==> src/rtl/types_amba_pkg.sv <==
// AXI4 system-bus types shared by bus masters and slaves.
package types_amba_pkg;

  localparam int CFG_SYSBUS_ADDR_BITS = 48;
  localparam int CFG_SYSBUS_DATA_BITS = 64;
  localparam int CFG_SYSBUS_ID_BITS   = 5;
  localparam int CFG_SYSBUS_USER_BITS = 1;

  localparam logic [1:0] AXI_BURST_INCR = 2'b01;
  localparam logic [1:0] AXI_RESP_OKAY  = 2'b00;

  // Requests from a master towards the interconnect.
  typedef struct packed {
    logic                            aw_valid;
    logic [CFG_SYSBUS_ADDR_BITS-1:0] aw_addr;
    logic [7:0]                      aw_len;
    logic [2:0]                      aw_size;
    logic [1:0]                      aw_burst;
    logic                            aw_lock;
    logic [3:0]                      aw_cache;
    logic [2:0]                      aw_prot;
    logic [3:0]                      aw_qos;
    logic [CFG_SYSBUS_ID_BITS-1:0]   aw_id;
    logic [CFG_SYSBUS_USER_BITS-1:0] aw_user;
    logic                            w_valid;
    logic [CFG_SYSBUS_DATA_BITS-1:0] w_data;
    logic                            w_last;
    logic [7:0]                      w_strb;
    logic [CFG_SYSBUS_USER_BITS-1:0] w_user;
    logic                            b_ready;
    logic                            ar_valid;
    logic [CFG_SYSBUS_ADDR_BITS-1:0] ar_addr;
    logic [7:0]                      ar_len;
    logic [2:0]                      ar_size;
    logic [1:0]                      ar_burst;
    logic                            ar_lock;
    logic [3:0]                      ar_cache;
    logic [2:0]                      ar_prot;
    logic [3:0]                      ar_qos;
    logic [CFG_SYSBUS_ID_BITS-1:0]   ar_id;
    logic [CFG_SYSBUS_USER_BITS-1:0] ar_user;
    logic                            r_ready;
  } axi4_master_out_type;

  // Responses from the interconnect back to a master.
  typedef struct packed {
    logic                            aw_ready;
    logic                            w_ready;
    logic                            b_valid;
    logic [1:0]                      b_resp;
    logic                            ar_ready;
    logic                            r_valid;
    logic [1:0]                      r_resp;
    logic [CFG_SYSBUS_DATA_BITS-1:0] r_data;
    logic                            r_last;
  } axi4_master_in_type;

endpackage

==> src/rtl/types_ddr_tester_pkg.sv <==
// Shared definitions for the DDR end-to-end tester: FSM states, data pattern and burst sizing.
package types_ddr_tester_pkg;

  typedef enum logic [2:0] {
    ST_IDLE,
    ST_WADDR,
    ST_WDATA,
    ST_WRESP,
    ST_RADDR,
    ST_RDATA,
    ST_DONE
  } ddr_tst_state_t;

  // Expected contents of the 64-bit word at byte address addr (only the low 32 bits matter).
  function automatic logic [63:0] ddr_tst_pattern(input logic [31:0] addr, input logic [31:0] seed);
    return {addr ^ seed, ~addr};
  endfunction

  // Beats for the next burst: limited by burst length, remaining words and the next 4 KB page edge.
  // addr_idx is the 8-byte word index inside the 4 KB page (byte address bits [11:3]).
  function automatic logic [4:0] ddr_tst_beats(input logic [8:0] addr_idx, input logic [23:0] words_left,
                                               input int burst_len);
    logic [9:0]  to_4k;
    logic [23:0] n;
    to_4k = 10'd512 - {1'b0, addr_idx};
    n = 24'(burst_len);
    if (words_left < n) n = words_left;
    if ({14'd0, to_4k} < n) n = {14'd0, to_4k};
    return n[4:0];
  endfunction

endpackage

==> src/rtl/axi4_ddr_tester.sv <==
// AXI4 initiator: writes an address-derived pattern over a window, reads it back and counts errors.
module axi4_ddr_tester
  import types_amba_pkg::*;
  import types_ddr_tester_pkg::*;
#(
  parameter int          BURST_LEN = 8,
  parameter logic [31:0] SEED      = 32'hA5C3
) (
  input  logic                i_clk,
  input  logic                i_rst,
  input  logic                i_start,
  input  logic [47:0]         i_base_addr,
  input  logic [23:0]         i_len_words,
  output logic                o_busy,
  output logic                o_done,
  output logic                o_pass,
  output logic [15:0]         o_err_cnt,
  output logic [47:0]         o_err_addr,
  input  axi4_master_in_type  i_msti,
  output axi4_master_out_type o_msto
);

  ddr_tst_state_t r_state, r_state_next;
  logic [47:0] r_base, r_base_next;
  logic [23:0] r_len, r_len_next;
  logic [47:0] r_burst_addr, r_burst_addr_next;
  logic [23:0] r_words_left, r_words_left_next;
  logic [4:0]  r_beat_cnt, r_beat_cnt_next;
  logic [15:0] r_err_cnt, r_err_cnt_next;
  logic [47:0] r_err_addr, r_err_addr_next;
  logic        r_done, r_done_next;
  logic        r_pass, r_pass_next;

  // Burst geometry is derived from registers that stay constant for the whole burst,
  // so AW/AR payload and wlast are stable without a separate beats register.
  logic [4:0]  w_beats;
  logic [23:0] w_words_rem;
  logic [47:0] w_burst_step;
  logic [47:0] w_beat_addr;
  logic        w_last_beat;
  logic        w_err_event;
  logic [47:0] w_err_loc;

  assign w_beats      = ddr_tst_beats(r_burst_addr[11:3], r_words_left, BURST_LEN);
  assign w_words_rem  = r_words_left - {19'd0, w_beats};
  assign w_burst_step = {40'd0, w_beats, 3'b000};
  assign w_beat_addr  = r_burst_addr + {40'd0, r_beat_cnt, 3'b000};
  assign w_last_beat  = (r_beat_cnt == (w_beats - 5'd1));

  // Error detection: bad write response counts at burst start, bad read beat (data or resp) counts once.
  always_comb begin
    w_err_event = 1'b0;
    w_err_loc   = w_beat_addr;
    if (r_state == ST_WRESP && i_msti.b_valid && i_msti.b_resp != AXI_RESP_OKAY) begin
      w_err_event = 1'b1;
      w_err_loc   = r_burst_addr;
    end else if (r_state == ST_RDATA && i_msti.r_valid &&
                 (i_msti.r_resp != AXI_RESP_OKAY ||
                  i_msti.r_data != ddr_tst_pattern(w_beat_addr[31:0], SEED))) begin
      w_err_event = 1'b1;
    end
  end

  // Next-state and datapath update for the write-then-read sequence.
  always_comb begin
    r_state_next      = r_state;
    r_base_next       = r_base;
    r_len_next        = r_len;
    r_burst_addr_next = r_burst_addr;
    r_words_left_next = r_words_left;
    r_beat_cnt_next   = r_beat_cnt;
    r_err_cnt_next    = r_err_cnt;
    r_err_addr_next   = r_err_addr;
    r_done_next       = r_done;
    r_pass_next       = r_pass;

    if (w_err_event) begin
      if (r_err_cnt != 16'hFFFF) r_err_cnt_next = r_err_cnt + 16'd1;
      if (r_err_cnt == 16'd0)    r_err_addr_next = w_err_loc;
    end

    case (r_state)
      ST_IDLE, ST_DONE: begin
        if (i_start) begin
          r_base_next       = i_base_addr & ~48'h7;
          r_len_next        = i_len_words;
          r_burst_addr_next = i_base_addr & ~48'h7;
          r_words_left_next = i_len_words;
          r_beat_cnt_next   = 5'd0;
          r_err_cnt_next    = 16'd0;
          r_err_addr_next   = 48'd0;
          if (i_len_words == 24'd0) begin
            r_state_next = ST_DONE;
            r_done_next  = 1'b1;
            r_pass_next  = 1'b1;
          end else begin
            r_state_next = ST_WADDR;
            r_done_next  = 1'b0;
            r_pass_next  = 1'b0;
          end
        end
      end
      ST_WADDR: begin
        if (i_msti.aw_ready) begin
          r_state_next    = ST_WDATA;
          r_beat_cnt_next = 5'd0;
        end
      end
      ST_WDATA: begin
        if (i_msti.w_ready) begin
          r_beat_cnt_next = r_beat_cnt + 5'd1;
          if (w_last_beat) r_state_next = ST_WRESP;
        end
      end
      ST_WRESP: begin
        if (i_msti.b_valid) begin
          if (w_words_rem != 24'd0) begin
            r_state_next      = ST_WADDR;
            r_burst_addr_next = r_burst_addr + w_burst_step;
            r_words_left_next = w_words_rem;
          end else begin
            r_state_next      = ST_RADDR;
            r_burst_addr_next = r_base;
            r_words_left_next = r_len;
          end
        end
      end
      ST_RADDR: begin
        if (i_msti.ar_ready) begin
          r_state_next    = ST_RDATA;
          r_beat_cnt_next = 5'd0;
        end
      end
      ST_RDATA: begin
        if (i_msti.r_valid) begin
          r_beat_cnt_next = r_beat_cnt + 5'd1;
          if (i_msti.r_last) begin
            r_burst_addr_next = r_burst_addr + w_burst_step;
            r_words_left_next = w_words_rem;
            if (w_words_rem != 24'd0) begin
              r_state_next = ST_RADDR;
            end else begin
              r_state_next = ST_DONE;
              r_done_next  = 1'b1;
              r_pass_next  = (r_err_cnt_next == 16'd0);
            end
          end
        end
      end
      default: r_state_next = ST_IDLE;
    endcase
  end

  // State and datapath registers with synchronous reset.
  always_ff @(posedge i_clk) begin
    if (i_rst) begin
      r_state      <= ST_IDLE;
      r_base       <= 48'd0;
      r_len        <= 24'd0;
      r_burst_addr <= 48'd0;
      r_words_left <= 24'd0;
      r_beat_cnt   <= 5'd0;
      r_err_cnt    <= 16'd0;
      r_err_addr   <= 48'd0;
      r_done       <= 1'b0;
      r_pass       <= 1'b0;
    end else begin
      r_state      <= r_state_next;
      r_base       <= r_base_next;
      r_len        <= r_len_next;
      r_burst_addr <= r_burst_addr_next;
      r_words_left <= r_words_left_next;
      r_beat_cnt   <= r_beat_cnt_next;
      r_err_cnt    <= r_err_cnt_next;
      r_err_addr   <= r_err_addr_next;
      r_done       <= r_done_next;
      r_pass       <= r_pass_next;
    end
  end

  // AXI request channels decoded from the registered state; unused sideband fields stay zero.
  always_comb begin
    o_msto          = '0;
    o_msto.aw_valid = (r_state == ST_WADDR);
    o_msto.aw_addr  = r_burst_addr;
    o_msto.aw_len   = 8'(w_beats - 5'd1);
    o_msto.aw_size  = 3'd3;
    o_msto.aw_burst = AXI_BURST_INCR;
    o_msto.w_valid  = (r_state == ST_WDATA);
    o_msto.w_data   = ddr_tst_pattern(w_beat_addr[31:0], SEED);
    o_msto.w_last   = w_last_beat;
    o_msto.w_strb   = 8'hFF;
    o_msto.b_ready  = (r_state == ST_WRESP);
    o_msto.ar_valid = (r_state == ST_RADDR);
    o_msto.ar_addr  = r_burst_addr;
    o_msto.ar_len   = 8'(w_beats - 5'd1);
    o_msto.ar_size  = 3'd3;
    o_msto.ar_burst = AXI_BURST_INCR;
    o_msto.r_ready  = (r_state == ST_RDATA);
  end

  assign o_busy     = (r_state != ST_IDLE) && (r_state != ST_DONE);
  assign o_done     = r_done;
  assign o_pass     = r_pass;
  assign o_err_cnt  = r_err_cnt;
  assign o_err_addr = r_err_addr;

endmodule
==> config.mk <==
export PLATFORM = sky130hd
export DESIGN_NAME = axi4_ddr_tester
export DESIGN_NICKNAME = d
export VERILOG_FILES = /design/src/rtl/types_amba_pkg.sv /design/src/rtl/types_ddr_tester_pkg.sv /design/src/rtl/axi4_ddr_tester.sv
export SDC_FILE = /design/constraint.sdc
export NUM_CORES = 1
export LEC_CHECK = 0
export ABC_AREA = 1
export CORE_MARGIN = 2
export CORE_UTILIZATION = 54
export DETAILED_ROUTE_END_ITERATION = 6
export PLACE_DENSITY = 0.92
export REMOVE_ABC_BUFFERS = 1
export SLEW_MARGIN = 20
export SYNTH_ARGS = -nofsm -noshare
export SYNTH_HDL_FRONTEND = slang
export SYNTH_SLANG_ARGS = --single-unit
==> constraint.sdc <==
create_clock -name i_clk -period 8.9 [get_ports i_clk]
set_clock_uncertainty 0.2 [all_clocks]
set_input_delay 1.78 -clock i_clk [delete_from_list [all_inputs] [get_ports i_clk]]
set_output_delay 1.78 -clock i_clk [all_outputs]
set_load 0.05 [all_outputs]
Yosys cells after proc, flatten, opt, wreduce, memory -nomap -nowiden:

Cells that the tools add are included.

* eq/ne operators: 19
* multiplexer cells: 53
* bitwise gates (word level): 2
* add/subtract/negate cells: 8
* reductions and logical operators: 23
* order comparisons: 2

Operators by type and width (count)
* 2-to-1 mux 48 bit: 10
* 2-to-1 mux 24 bit: 6
* case mux 48 bit (3 select lines): 1
* adder 48 x 8 -> 48 bit: 2
* case mux 24 bit (3 select lines): 1
* 2-to-1 mux 16 bit: 4
* != test 64 bit: 1
* zero test 16 bit: 2
* NOT 32 bit: 1
* 2-to-1 mux 3 bit: 10
* 2-to-1 mux 5 bit: 6
* case mux 5 bit (5 select lines): 1
* zero test 24 bit: 1
* < comparator 10 x 24 -> 1 bit: 1
* < comparator 24 x 4 -> 1 bit (second input constant): 1
* nonzero test 24 bit: 1
* subtractor 24 x 5 -> 24 bit: 1
* case mux 3 bit (6 select lines): 1
* adder 16 x 1 -> 16 bit (second input constant): 1
* != test 16 bit (second input constant): 1
* != test 2 bit (second input constant): 8
* 2-to-1 mux 1 bit: 10
* AND reduction 5 bit: 2
* subtractor 10 x 9 -> 10 bit (first input constant): 1
* 22 further kinds: 33

* register bits: 215
* output and inout port bits: 304
* logic and storage cells: 117

Longest topological paths before layout:

* depth in word-level cells: 13
* depth in mapped cells: 42
* depth with buffers taken out: 41

Least setup slack after synthesis:

Ideal clock, no wire load.

* path type: reg-to-output
* from: reg r_burst_addr[4]
* to: out o_msto[91] (netlist bit)
* stages on the path, launching flop included: 24
* setup slack: 2.109 ns
* arrival time: 4.811 ns
* path through: dfxtp_1 > inv_1 > ha_1 > nand3_1 > nor2_1 > nand2_1 > o211ai_1 > inv_1 > ha_1 > nand2_1 > nor2_1 > a211oi_1 > nand2_1 > nand2_2 > nand2_2 > nand3_1 > o21ai_1 > inv_1 > nand4_1 > or2_1 > xor2_1 > xor2_1 > nor2_1 > buf_4

* cells in the longest elaborated chain, start to end: 5

RTL lines
* from (decl): RTL line axi4_ddr_tester.sv:26 `logic [47:0] r_burst_addr, r_burst_addr_next;`
* from (signal assigned): RTL line axi4_ddr_tester.sv:171 `r_burst_addr <= r_burst_addr_next;`
* subtractor 10 x 9 -> 10 bit *: RTL line types_ddr_tester_pkg.sv:25 `to_4k = 10'd512 - {1'b0, addr_idx};`
* < comparator 10 x 24 -> 1 bit: RTL line types_ddr_tester_pkg.sv:28 `if ({14'd0, to_4k} < n) n = {14'd0, to_4k};`
* 2-to-1 mux 5 bit *: RTL line types_ddr_tester_pkg.sv:28
* subtractor 5 x 1 -> 5 bit *: RTL line axi4_ddr_tester.sv:48 `assign w_last_beat = (r_beat_cnt == (w_beats - 5'd1));`
* == test 5 bit *: RTL line axi4_ddr_tester.sv:48
* to (decl): RTL line axi4_ddr_tester.sv:20 `output axi4_master_out_type o_msto`

Every way passes the cells marked *; elsewhere a longest branch is shown, timed or not.

==> run summary <==
* **vias per cell** 5.75
* **aggregate global routing overflow** 0
* **fill cell total of the finished layout** 2615
* **post-detail-place hpwl** 47200 µm
* **row count** 63
* **initial antenna violation count** 1
* **number of sinks driven by the clock tree** 212
* **wirelength, routed** 66000 µm
* **most frequent standard cell in the layout excluding fill and tap cells** sky130_fd_sc_hd__nand2_1
* **result of the run** finished, final reports clean
* **number of nets with antenna violations after routing** 0
* **Post-synth top flop** sky130_fd_sc_hd__dfxtp_1
* **number of enable-type register cells in the synthesized netlist** 0
* **number of DRC markers in iteration 0** 2322
* **total CTS buffers** 24
* **I/O pin count** 453
* **#FFs+latches synth** 212
* **transition time of the tightest slew-check pin** 1160 ps
* **DRC violation count after routing** 0
* **path class of the lowest-slack min-delay path** reg -> reg
* **Worst setup SP type** flip-flop
* **syn avg cell area** 6.13 µm²
* **number of maximum-capacitance constraint violations** 0
* **Area growth, synth to finish** 24.8%
* **pins over their slew limit** 0
* **count of H-tree levels built during CTS** 1
* **CORE AREA** 0.0297 mm²
* **Critical Path Max Stage Delay** 850 ps
* **DIE AREA** 0.0317 mm²
* **count of hold-fix buffers inserted at cts** 0
* **GRT Resource Usage Total** 39.7%
* **Slew HR** 22.6%
* **power per unit of standard cell area** 423 mW/mm²
* **critical path startpoint** r_burst_addr[4]
* **number of global-route vias before repair** 17300
* **# resized after CTS** 0
* **type of the setup path with the least slack** reg -> out
* **first-pass GRT wire length** 97700 µm
* **portion of the post-synthesis area used by sequential elements** 26.0%
* **count of vias placed by the detailed router** 19100
* **gate count of the mapped netlist** 2666
* **worst-path cell with the longest stage delay** sky130_fd_sc_hd__clkdlybuf4s50_1
* **Final Cycle Share** 82.9%
* **required time worst endpoint** 6920 ps
* **setup violators final** 0
* **horizontal die dimension** 178 µm
* **Synth Warn #** 0
* **pin count of the biggest net entering global routing** 85
* **count of non-filler cells in the finished layout** 3317
* **post-synth cell types** 48
* **minimum period implied by the final worst setup slack** 7380 ps
* **CTS tree** yes
* **number of buffers inserted by post-CTS setup repair** 0
* **Root Buffer Master** sky130_fd_sc_hd__clkbuf_16
* **leading cell types in the layout, fill and taps excluded** sky130_fd_sc_hd__nand2_1 (653), sky130_fd_sc_hd__clkdlybuf4s50_1 (381), sky130_fd_sc_hd__inv_1 (302), sky130_fd_sc_hd__nand3_1 (281), sky130_fd_sc_hd__nor2_1 (215)
* **effective utilization at floorplan** 55.0%
* **Avg WL per Cell** 19.9 µm
* **Post-layout nets** 3086
* **Skew-Pair Late Insertion Delay** 540 ps
* **deepest clock path buffer count** 3
* **Post-synth ARST share** 0%
* **Top cell by count, worst path** sky130_fd_sc_hd__xor2_1
* **highest achievable clock rate** 135 MHz
* **Worst Min Path Start** o_err_addr[1]
* **die boundary height** 178 µm
* **total placed cells including tap cells** 3272
* **Post-Route Setup TNS** 0 ps
* **fraction of layout instances using a drive strength above 1** 5.16%
* **post-synth design cell area** 0.0163 mm²
* **worst supply voltage drop on vdd** 0.659 mV
* **Clock Pin Slew Worst Setup and Hold Paths** 60 ps
* **Critical R2R Launch** r_burst_addr[4]
* **length of the first detailed-routing pass in iterations** 6
* **Arrival @ worst endpoint** 5400 ps
* **Hold Fails Final Rpt** 0
* **critical path endpoint category** primary output
* **final weighted congestion of routability-driven global placement** 0.968
* **number of buffers added on ports** 382
* **largest fanout on the critical path** 8
* **Leak Pwr** 8.69 nW
* **final hold slack** 249 ps
* **RSZ-0062 raised after global routing** false
* **chain of cells forming the critical path** nor3_1 -> nand3b_1 -> nor3_1 -> xor2_1 -> ha_1 -> nand2_1 -> nor2_1 -> a211oi_1 -> nand2_1 -> nand2_2 -> nand2_2 -> o21ai_1 -> inv_1 -> nand4_1 -> or2_1 -> xor2_1 -> xor2_1 -> nor2_1 -> clkdlybuf4s50_1
## path summary, 6_finish.rpt
path / to / slack [ps] / cells past startpoint
worst min register to register: o_err_addr[1] / 250 / 2
worst max register to register: r_burst_addr[41] / 1910 / 30
worst max-delay path: o_msto[91] / 1520 / 19
worst min-delay path: o_err_addr[1] / 250 / 2
## cell usage after synthesis, drive strengths merged, types with 19 or more instances
cell,instances,area share [%]
nor4,19,0.73
nand4,38,1.5
inv,307,7.0
nand3,287,9.0
nand2,666,16
clkbuf,91,2.1
xnor2,38,2.0
nor3,48,1.5
o21ai,167,5.1
buf,163,7.3
dfxtp,212,26
or2,49,1.9
xor2,80,4.3
ha,26,2.0
a21oi,198,6.1
nor2,228,5.5
## flip-flops by register name (all words and copies together) (netlist names)
signal        count
r_len            24
r_base           45
o_err_addr       48
o_pass            1
r_state           3
o_done            1
r_words_left     24
r_beat_cnt        5
o_err_cnt        16
r_burst_addr     45
## metal layers
metal	share of wire, %	vias to the layer above	wire [µm]	global-route usage [%]
met1	38	8798	24900	49.3
met2	45	1173	30000	64.5
met5	0	-	0	0
li1	-	8840	-	-
met4	5.6	0	3660	20.6
met3	11	246	7410	8.63
## where the power goes
group / leakage (nW) / internal, mW / switching, mW / total [mW]
registers: 1.74 / 1.17 / 0.380 / 1.55
clock network: 0.414 / 0.649 / 0.430 / 1.08
logic: 6.53 / 1.74 / 4.26 / 6.00
total: 8.69 / 3.56 / 5.07 / 8.63
## through the flow
stage | util (%) | setup WS (ps) | area (µm²) | total power [mW]
2_1_floorplan | - | -940 | 15100 | 5.45
3_3_place_gp | 65.8 | 2300 | 19500 | 7.28
3_5_place_dp | 65.8 | 2140 | 19500 | 7.42
4_1_cts | 68.6 | 1610 | 20400 | 8.51
5_1_grt | 68.6 | 1140 | 20400 | 9.09
6_report | 68.6 | 1520 | 20400 | 8.63
## worst max-delay path, delay by kind of cell, from the launching register on
family	cells	cell delay, ps
buffers and inverters	2	1050
DFF	1	440
and+or+nand+nor	11	1810
xor gates and xnor gates	3	680
AOI/OAI and AO/OA	2	610
adders and majority gates	1	270
## logic make-up after synthesis
family	after synthesis	synth area share (%)
flops	212	26.0
simple gates	1348	36.2
xor+xnor	118	6.32
compound gates	394	12.6
other cells	2	0.0459
fa+ha+maj	29	2.36
buf+inv	563	16.5
## layout make-up
cell class	count	area (µm²)	share of cell area (%)
flip-flops and latches	212	4240	20.8
multi-input cells	1962	9710	47.6
clock buffers	35	723	3.55
diodes	1	2.50	0.0123
inverters	309	1160	5.69
clock inverters	9	125	0.613
repair buffers	399	3950	19.3
well taps	390	488	2.39
Note: power is estimated with default switching activity, not from simulation.
